<file path="src/rtl/serial_subtractor_nbit.sv">
// Bit-serial N-bit subtractor: difference = a - b - borrow_in, one bit per clock, LSB first.
// A start/done handshake wraps the bit loop. difference and underflow stay registered until the next completion.
module serial_subtractor_nbit #(
  parameter int NUM_BITS = 4
) (
  input  logic                clk,
  input  logic                n_rst,
  input  logic                start,
  input  logic [NUM_BITS-1:0] a,
  input  logic [NUM_BITS-1:0] b,
  input  logic                borrow_in,
  output logic                busy,
  output logic                done,
  output logic [NUM_BITS-1:0] difference,
  output logic                underflow
);

  localparam int CNT_W = (NUM_BITS > 2) ? $clog2(NUM_BITS) : 1;
  localparam logic [CNT_W-1:0] LAST_BIT = CNT_W'(NUM_BITS - 1);

  typedef enum logic [1:0] {
    ST_IDLE,
    ST_RUN,
    ST_DONE
  } state_t;

  state_t              state;
  logic [CNT_W-1:0]    bit_cnt;
  logic [NUM_BITS-1:0] a_sr;
  logic [NUM_BITS-1:0] b_sr;
  logic [NUM_BITS-1:0] res_sr;
  logic                br;

  logic ai;
  logic bi;
  logic d;
  logic br_next;

  // One full-subtractor cell acting on the current LSB pair and the running borrow
  assign ai      = a_sr[0];
  assign bi      = b_sr[0];
  assign d       = ai ^ bi ^ br;
  assign br_next = (~ai & bi) | (~(ai ^ bi) & br);

  always_ff @(posedge clk or negedge n_rst) begin
    if (!n_rst) begin
      state      <= ST_IDLE;
      bit_cnt    <= '0;
      a_sr       <= '0;
      b_sr       <= '0;
      res_sr     <= '0;
      br         <= 1'b0;
      busy       <= 1'b0;
      done       <= 1'b0;
      difference <= '0;
      underflow  <= 1'b0;
    end else begin
      done <= 1'b0;
      case (state)
        ST_IDLE: begin
          if (start) begin
            a_sr    <= a;
            b_sr    <= b;
            br      <= borrow_in;
            bit_cnt <= '0;
            res_sr  <= '0;
            busy    <= 1'b1;
            state   <= ST_RUN;
          end
        end
        ST_RUN: begin
          // The result fills from the MSB end, so after NUM_BITS shifts bit 0 lands at the LSB
          a_sr    <= {1'b0, a_sr[NUM_BITS-1:1]};
          b_sr    <= {1'b0, b_sr[NUM_BITS-1:1]};
          res_sr  <= {d, res_sr[NUM_BITS-1:1]};
          br      <= br_next;
          bit_cnt <= bit_cnt + 1'b1;
          if (bit_cnt == LAST_BIT) begin
            difference <= {d, res_sr[NUM_BITS-1:1]};
            underflow  <= br_next;
            done       <= 1'b1;
            state      <= ST_DONE;
          end
        end
        ST_DONE: begin
          busy  <= 1'b0;
          state <= ST_IDLE;
        end
        default: begin
          busy  <= 1'b0;
          state <= ST_IDLE;
        end
      endcase
    end
  end

endmodule
</file>
<file path="config.mk">
export PLATFORM = sky130hd
export DESIGN_NAME = serial_subtractor_nbit
export DESIGN_NICKNAME = d
export VERILOG_FILES = /design/src/rtl/serial_subtractor_nbit.sv
export SDC_FILE = /design/constraint.sdc
export NUM_CORES = 1
export LEC_CHECK = 0
export CAP_MARGIN = 10
export CORE_MARGIN = 1
export CORE_UTILIZATION = 50
export DETAILED_ROUTE_END_ITERATION = 7
export PLACE_DENSITY_LB_ADDON = 0.3
export REMOVE_ABC_BUFFERS = 1
export SKIP_CTS_REPAIR_TIMING = 1
export SYNTH_ARGS = -nofsm -noshare
export SYNTH_HDL_FRONTEND = slang
export SYNTH_SLANG_ARGS = --single-unit
</file>
<file path="constraint.sdc">
create_clock -name clk -period 2.8 [get_ports clk]
set_input_delay 0.28 -clock clk [delete_from_list [all_inputs] [get_ports clk]]
set_output_delay 0.28 -clock clk [all_outputs]
set_load 0.005 [all_outputs]
</file>
# Word level (Yosys, flattened, before mapping)
# Cells that the tools add are included.
# op_classes
addsub,1
n_eq_ne,4
n_mux,17
n_bitwise,8
n_reduce_logical,6
# ops
op,count
$pmux W4 S2,3
$mux W4,3
$pmux W2 S2,2
$reduce_and A2 Y1,4
$mux W2,3
$mux W1,4
$ne A2 B2 Y1 const B,2
$pmux W1 S2,2
$not A1 Y1,3
$add A2 B1 Y2 const B,1
$and A1 B1 Y1,2
$eq A2 B1 Y1 const B,1
$eq A2 B2 Y1 const B,1
$logic_not A2 Y1,1
$reduce_bool A2 Y1,1
$xor A1 B1 Y1,2
$or A1 B1 Y1,1
# word_totals
ff_bits,24
input_bits,12
output_inout_bits,7

# Depth between registers and ports, before layout
# Gate-level depths: netlist of run 1.
# depth
depth_word,5
ltp_mapped,4

# Least setup slack after synthesis of run 1
# OpenSTA, ideal clock, no wires.
# synth_timing
path_type,register to register
startpoint,register a_sr[0]
endpoint,register difference[3]
arrival_time_ns,1.128
path_slack_ns,1.548
stages_incl_launch_ff,3
path_buffers,0
synth_period_minus_slack_ns,1.252
path_cell_list,dfrtp_1 fa_1 mux2_2
# synth_between
elab_chain_len,2
# synth_lines
item,line_no,rtl
from (decl),29,logic [NUM_BITS-1:0] a_sr;
from (signal assigned),73,"a_sr <= {1'b0, a_sr[NUM_BITS-1:1]};"
$xor A1 B1 Y1 (2 in a row),42,assign d = ai ^ bi ^ br;
named net d,36,logic d;
to (signal assigned),79,"difference <= {d, res_sr[NUM_BITS-1:1]};"
to (decl),14,"output logic [NUM_BITS-1:0] difference,"
# The timed path passes the listed nets, and every way through them passes these cells.
# A chain may end at the register's enable or synchronous reset.

# Worst setup path in the final report of run 1
# layout_timing
startpoint,register busy
endpoint,output busy
# layout_rtl
item,line_no,rtl
from (decl),12,"output logic busy,"
from (signal assigned),53,busy <= 1'b0;
from (signal assigned),67,busy <= 1'b1;
from (signal assigned),86,busy <= 1'b0;
# No word-level cell between the ends.

==> results of run 1 <==
-- synth_stat cells --
library cell,count
a41o_1,1
ha_1,1
dfrtp_1,23
mux2_2,4
buf_6,1
a21oi_1,7
o32ai_1,2
o22ai_1,8
nand3b_2,1
nand2b_1,2
a21boi_0,1
inv_1,7
a22o_1,4
or4b_1,1
buf_2,1
nand2_1,4
nor2_1,2
fa_1,1
buf_4,1
or2_2,1
a221oi_1,2
o21ai_0,4
o21bai_2,1
-- final timing paths --
path                            from  depth (start not counted)       endpoint
max                             busy                          1           busy
min                            n_rst                          2             br
max reg2reg                 state[0]                          3        b_sr[0]
min reg2reg                underflow                          2      underflow
max in group asynchronous      n_rst                          2  difference[0]
min in group clk           underflow                          2      underflow
-- per-stage QoR --
stage          total power, µW  hold slack (ns)
2_1_floorplan              917          -0.0156
3_3_place_gp              1110            0.461
3_5_place_dp              1140            0.475
4_1_cts                   1290            0.304
5_1_grt                   1390            0.322
6_report                  1290            0.297
-- power groups by stage --
stage	logic [µW]	clock network, µW	registers (µW)
after floorplan	338	0	578
after global placement	516	0	592
after detailed placement	541	0	600
after CTS	545	157	593
after global routing	605	166	618
final	538	154	596
-- layout make-up --
class / count / area (µm²)
flip-flops and latches: 23 / 576
fillers: 151 / 572
multi-input cells: 47 / 344
repair buffers: 19 / 188
well taps: 25 / 31.3
inverters: 7 / 26.3
clock buffers: 3 / 22.5
clock inverters: 1 / 5.00
-- layer usage --
metal / part of all wire / vias to the layer above
met2: 0.49 / 27
li1: - / 335
met3: 0.038 / 3
met4: 0.015 / 0
met5: 0 / -
met1: 0.46 / 357
-- cell families after synthesis --
group | Yosys count | synth area share
buffers and inverters | 10 | 0.0516
adder cells (fa/ha/maj) | 2 | 0.0335
AO/OA/AOI/OAI | 30 | 0.210
multiplexers | 4 | 0.0464
flip-flops | 23 | 0.594
AND/OR/NAND/NOR | 11 | 0.0645
-- flip-flops by register name, indices dropped and copies added (netlist names), 2 cells and up --
| name | count |
|---|---|
| state | 2 |
| difference | 4 |
| a_sr | 4 |
| b_sr | 4 |
| res_sr | 3 |
| bit_cnt | 2 |
==> results_dict.tcl, run 1 <==
set metrics [dict create \
    required_ns 2.52 \
    antenna_found_initial 0 \
    die-area_um2 2120 \
    clock-skew-final_ns 0.00235 \
    crit_buf_inv 1 \
    crit_path_cell_trace "clkdlybuf4s50_1" \
    crit_fanout 2 \
    final_common_cell "dfrtp_1" \
    period_needed_ns 1.47 \
    cpPeakStageDelay_ns 0.50 \
    crit_family "buffers and inverters" \
    syn_avg_cell_area_um2 12.1 \
    p_clk_frac 0.120 \
    dp_slack_ns 1.10 \
    vias 722 \
    grt_max_degree 24 \
    yosys-top-cells-area "dfrtp_1 59%, o22ai_1 5.2%, mux2_2 4.6%" \
    utilization 0.676 \
    max-slew-margin-rel 0.710 \
    path_class "reg2out" \
    ant_nets 0 \
    use_met1 0.302 \
    swShare 0.360 \
    use_met3 0.0357 \
    setup_ws_ns 1.33 \
    gr-usage-met2 0.318 \
    cts.sinks 23 \
    synth_top_area_cell "dfrtp_1" \
    cts.clk_slew.worst_paths_ns 0.12 \
    fin_crit_sh 0.527 \
    drv_cap 0 \
    crit_path_end_kind "output port" \
    coreArea_um2 1760 \
    seq_power_share 0.463 \
    port_buffers 18 \
    netlist_instances 80 \
    firstDrtPassIters 4 \
    hold_viol_final 0 \
    clockBufferDepth 2 \
    routabilityCongestion 0.870 \
    cts_buffers 3 \
    grt_first_pass_wirelength_um 3080 \
    min_path_type "in2async" \
    routed_wl_um 1880 \
    layout-drive-gt1-share 0.120 \
    synth-seq-area-share 0.594 \
    final_area_um2 1190 \
    power_switching_uw 464 \
    cts_root_buf "clkbuf_4" \
    status "finished clean" \
    rsz0062_at_grt "no" \
    fin_setup_tns_ns 0 \
    ys_warn_count 0 \
    ys_ff_latch 23 \
    worst_slew_pin_slew_ns 0.434 \
    start_kind "flip-flop" \
    p_int_uw 824 \
    cpMaxStageDelayCell "clkdlybuf4s50_1" \
    leakage_uw 0.000544 \
    dp_cells 121 \
    pin_count 19 \
    combPwrFrac 0.417 \
    detail_route.wl_per_cell_um 15.0 \
    busiest_layer "met2" \
    tritoncts "yes" \
    stdcell_count 125 \
    syn-cell-area_um2 970 \
    vias_per_cell 5.78 \
    fmax_mhz 678 \
    initial_core_util 0.550 \
    drv_slew 0 \
    netlist.area_leader.share 0.594 \
    htreeDepth 1 \
    ir_drop_mv 0.634 \
    track_usage 0.214 \
    place_area_um2 1160 \
    die_w_um 46.0 \
    setup_viol 0 \
    clock_latency_ns 0.32 \
    route.detailed.drc 0 \
    die-height_um 46.0 \
    diodes 0 \
    nNetsFinal 115 \
    synth.distinct_cells 23 \
    drtIter0Drc 20 \
    rows 15 \
    hpwlAfterDp_um 1350 \
    grt_pass1_vias 692 \
    most-common-layout-cells "23 x dfrtp_1, 18 x clkdlybuf4s50_1, 8 x o22ai_1" \
    reg2reg_slack_ns 1.37 \
    gr-total-overflow 0 \
    cp_data_arrival_time_ns 1.19 \
    area_growth_pct 23.0 \
    cellPowerDensity_nw_per_um2 1080 \
]
Power figures use the tool's default switching activity.
==> inputs of run 2 (changes only) <==
--- a/config.mk
+++ b/config.mk
@@ -7,7 +7,7 @@
 export LEC_CHECK = 0
 export CAP_MARGIN = 10
 export CORE_MARGIN = 1
-export CORE_UTILIZATION = 50
+export CORE_UTILIZATION = 44
 export DETAILED_ROUTE_END_ITERATION = 7
 export PLACE_DENSITY_LB_ADDON = 0.3
 export REMOVE_ABC_BUFFERS = 1
==> constraint.sdc (replaced) <==
create_clock -name clk -period 1.3 [get_ports clk]
set_input_delay 0.13 -clock clk [delete_from_list [all_inputs] [get_ports clk]]
set_output_delay 0.13 -clock clk [all_outputs]
set_load 0.005 [all_outputs]
==> results_dict.tcl, run 2 (synthesis gave the netlist of run 1 again) <==
set metrics [dict create \
    ir_drop_mv 1.31 \
    cp_data_arrival_time_ns 1.53 \
    die-area_um2 2400 \
    setup_viol 1 \
    p_int_uw 2040 \
    antenna_found_initial 0 \
    utilization 0.671 \
    drv_slew 0 \
    startpoint "br" \
    grt_max_degree 24 \
    status "complete, but fails checks" \
    reg2reg_from "br" \
    swShare 0.341 \
    reg2regPathDepth 3 \
    p_clk_frac 0.104 \
    clock_latency_ns 0.31 \
    initial_core_util 0.480 \
    dp_slack_ns -0.101 \
    grt_pass1_vias 753 \
    crit_path_cell_trace "inv_2, fa_2, mux2_4" \
    route.detailed.drc 0 \
    reg.largest.list "a_sr: 4 flops, b_sr: 4 flops, difference: 4 flops" \
    cpPeakStageDelay_ns 0.46 \
    port_buffers 18 \
    place_area_um2 1250 \
    layout-drive-gt1-share 0.282 \
    stdcell_count 144 \
    path_class "reg2reg" \
    coreArea_um2 2020 \
    ant_nets 0 \
    routabilityCongestion 0.744 \
    die_w_um 48.9 \
    fin_setup_tns_ns -0.0280 \
    leakage_uw 0.000724 \
    cts.clk_slew.worst_paths_ns 0.12 \
    crit_path_end_kind "flip-flop" \
    clockBufferDepth 2 \
    violations "setup timing" \
    hpwlAfterDp_um 1390 \
    max-slew-margin-rel 0.803 \
    nNetsFinal 132 \
    worst_slew_pin_slew_ns 0.296 \
    fin_crit_sh 1.02 \
    crit_fanout 2 \
    cts_root_buf "clkbuf_4" \
    fmax_mhz 753 \
    vias 772 \
    period_needed_ns 1.33 \
    area_growth_pct 39.9 \
    grt_first_pass_wirelength_um 3240 \
    pin_count 19 \
    final_common_cell "dfrtp_1" \
    detail_route.wl_per_cell_um 13.5 \
    required_ns 1.51 \
    firstDrtPassIters 4 \
    cts_buffers 3 \
    rsz0062_at_grt "yes" \
    most-common-layout-cells "22 x dfrtp_1, 18 x buf_4, 11 x clkdlybuf4s50_1" \
    rows 16 \
    final_area_um2 1360 \
    clock-skew-final_ns 0.00479 \
    vias_per_cell 5.36 \
    routed_wl_um 1940 \
    min_path_type "in2async" \
    dp_cells 134 \
    hold_viol_final 0 \
    power_switching_uw 1060 \
    gr-total-overflow 0 \
    diodes 0 \
    start_kind "flip-flop" \
    fillCellCount 159 \
    combPwrFrac 0.483 \
    drv_cap 0 \
    track_usage 0.175 \
    cts.sinks 23 \
    tritoncts "yes" \
    drtIter0Drc 5 \
    seq_power_share 0.413 \
    setup_ws_ns -0.0280 \
    die-height_um 48.9 \
    cellPowerDensity_nw_per_um2 2290 \
    htreeDepth 1 \
    cpMaxStageDelayCell "fa_2" \
]
-- run 2: changes by cell type in the layout (fill, tap and decap cells not counted), sizes merged --
cell / change
clkdlybuf4s50: -7
buf: +17
dlymetal6s2s: +7
-- run 2: final cells by class --
type	count	area, µm²	area share
clock buffer	3	22.5	0.0166
clock inverter	1	5.00	0.00369
tap	27	33.8	0.0249
sequential	23	577	0.425
multi-input combinational	47	359	0.265
timing repair buffer	36	333	0.245
inverter	7	26.3	0.0194
-- run 2: critical path: cells and delay by family, from the launching register on --
family	cells	cell delay (ns)
fa+ha+maj	1	0.46
buf+inv	1	0.07
flops	1	0.41
mux	1	0.29
-- run 2: per-layer routing --
layer / up-vias / global-route usage / routed length [µm]
met2: 13 / 0.303 / 930
met3: 4 / 0.0312 / 48
li1: 374 / - / -
met5: - / 0 / 0
met4: 0 / 0.0441 / 21
met1: 381 / 0.227 / 938
-- run 2: stage by stage --
step	total power (µW)	hold slack [ns]
4_1_cts	2970	0.171
3_3_place_gp	2580	0.462
2_1_floorplan	1970	-0.166
3_5_place_dp	2650	0.473
6_report	3100	0.167
5_1_grt	3350	0.176
-- run 2: power groups by stage --
stage               registers [µW]  logic, µW  clock network (µW)
floorplan                     1250        729                   0
global placement              1270       1310                   0
detailed placement            1290       1360                   0
CTS                           1270       1370                 334
global route                  1320       1660                 372
finish                        1280       1500                 323
-- run 2: path summary, 6_finish.rpt --
path	to	slack, ns
min reg2reg	a_sr[3]	0.50
max	difference[3]	-0.03
max reg2reg	difference[3]	-0.03
min	difference[3]	0.17
max in group asynchronous	state[0]	0.89
min in group clk	a_sr[3]	0.37
==> inputs of run 3 (changes only) <==
--- a/config.mk
+++ b/config.mk
@@ -15,3 +15,4 @@
 export SYNTH_ARGS = -nofsm -noshare
 export SYNTH_HDL_FRONTEND = slang
 export SYNTH_SLANG_ARGS = --single-unit
+export TNS_END_PERCENT = 20
==> results_dict.tcl, run 3 (synthesis gave the netlist of run 1 again) <==
set metrics [dict create \
    setup_viol 1 \
    crit_path_cell_trace "inv_2, fa_2, mux2_4" \
    dp_slack_ns -0.101 \
    die-area_um2 2400 \
    place_area_um2 1250 \
    antenna_found_initial 0 \
    port_buffers 18 \
    path_class "reg2reg" \
    final_area_um2 1330 \
    reg.largest.list "a_sr: 4 flops, b_sr: 4 flops, difference: 4 flops" \
    hpwlAfterDp_um 1390 \
    totalPowerFinal_uw 3050 \
    nNetsFinal 129 \
    drtIter0Drc 4 \
    max-slew-margin-rel 0.804 \
    route.detailed.drc 0 \
    gr-total-overflow 0 \
    cts_buffers 3 \
    cts_root_buf "clkbuf_4" \
    tritoncts "yes" \
    vias_per_cell 5.43 \
    reg2regPathDepth 3 \
    setup_ws_ns -0.0303 \
    timing.hold.ws_ns 0.167 \
    grt_first_pass_wirelength_um 3240 \
    vias 765 \
    violations "setup timing" \
    reg2reg_slack_ns -0.03 \
    period_needed_ns 1.33 \
    status "complete, but fails checks" \
    fin_crit_sh 1.02 \
    start_kind "flip-flop" \
    fmax_mhz 752 \
    ant_nets 0 \
    cts.clk_slew.worst_paths_ns 0.12 \
    htreeDepth 1 \
    reg2reg_from "br" \
    crit_buf_inv 1 \
    ir_drop_mv 1.31 \
    crit_fanout 2 \
    cts.sinks 23 \
    track_usage 0.175 \
    cpPeakStageDelay_ns 0.46 \
    worst_slew_pin_slew_ns 0.295 \
    drv_slew 0 \
    min_path_type "in2async" \
    detail_route.wl_per_cell_um 13.6 \
    crit_path_end_kind "flip-flop" \
    clock_latency_ns 0.31 \
    grt_pass1_vias 753 \
    drv_cap 0 \
    crit_family "adder cells" \
    rsz0062_at_grt "yes" \
    pin_count 19 \
    firstDrtPassIters 4 \
    diodes 0 \
    leakage_uw 0.000710 \
    rows 16 \
    hold_viol_final 0 \
    cellPowerDensity_nw_per_um2 2290 \
    routed_wl_um 1920 \
    most-common-layout-cells "22 x dfrtp_1, 15 x buf_4, 11 x clkdlybuf4s50_1" \
    clockBufferDepth 2 \
    coreArea_um2 2020 \
    clock-skew-final_ns 0.00469 \
    final_common_cell "dfrtp_1" \
    grt_max_degree 24 \
    area_growth_pct 37.5 \
    initial_core_util 0.480 \
    layout-drive-gt1-share 0.263 \
    die-height_um 48.9 \
    cpMaxStageDelayCell "fa_2" \
    cp_data_arrival_time_ns 1.54 \
    die_w_um 48.9 \
    required_ns 1.51 \
    r2r_end "difference[3]" \
    routabilityCongestion 0.744 \
    utilization 0.660 \
]
[run 3: cell types whose count changed in the layout (fill, tap and decap cells not counted), sizes merged]
cell,change
buf,-3
[run 3: worst max-delay path by stage]
stage               cells past startpoint            end    start
floorplan                               2  difference[3]  a_sr[0]
global placement                        4        b_sr[1]    start
detailed placement                      4        b_sr[1]    start
CTS                                     3  difference[3]  b_sr[0]
global route                            3  difference[3]       br
finish                                  3  difference[3]       br
[run 3: final cells by class]
class	count	area [µm²]
Clock buffer	3	22.5
Sequential cell	23	577
Timing Repair Buffer	33	310
Multi-Input combinational cell	47	359
Inverter	7	26.3
Tap cell	27	33.8
Fill cell	163	688
Clock inverter	1	5.00
[run 3: metrics by stage]
stage	std cells	setup TNS, ns
2_1_floorplan	77	0
3_3_place_gp	134	-0.0488
3_5_place_dp	134	-0.178
4_1_cts	138	-0.190
5_1_grt	141	-0.141
6_report	141	-0.0303
[run 3: routing by layer]
layer | share of wire | global-route usage | vias to the layer above
li1 | - | - | 364
met1 | 0.48 | 0.227 | 384
met2 | 0.48 | 0.303 | 13
met3 | 0.025 | 0.0312 | 4
met4 | 0.011 | 0.0441 | 0
met5 | 0 | 0 | -
[run 3: power breakdown]
| group | internal, µW | switching [µW] | total [µW] |
|---|---|---|---|
| clock network | 115 | 208 | 323 |
| registers | 1040 | 236 | 1280 |
| logic | 841 | 607 | 1450 |
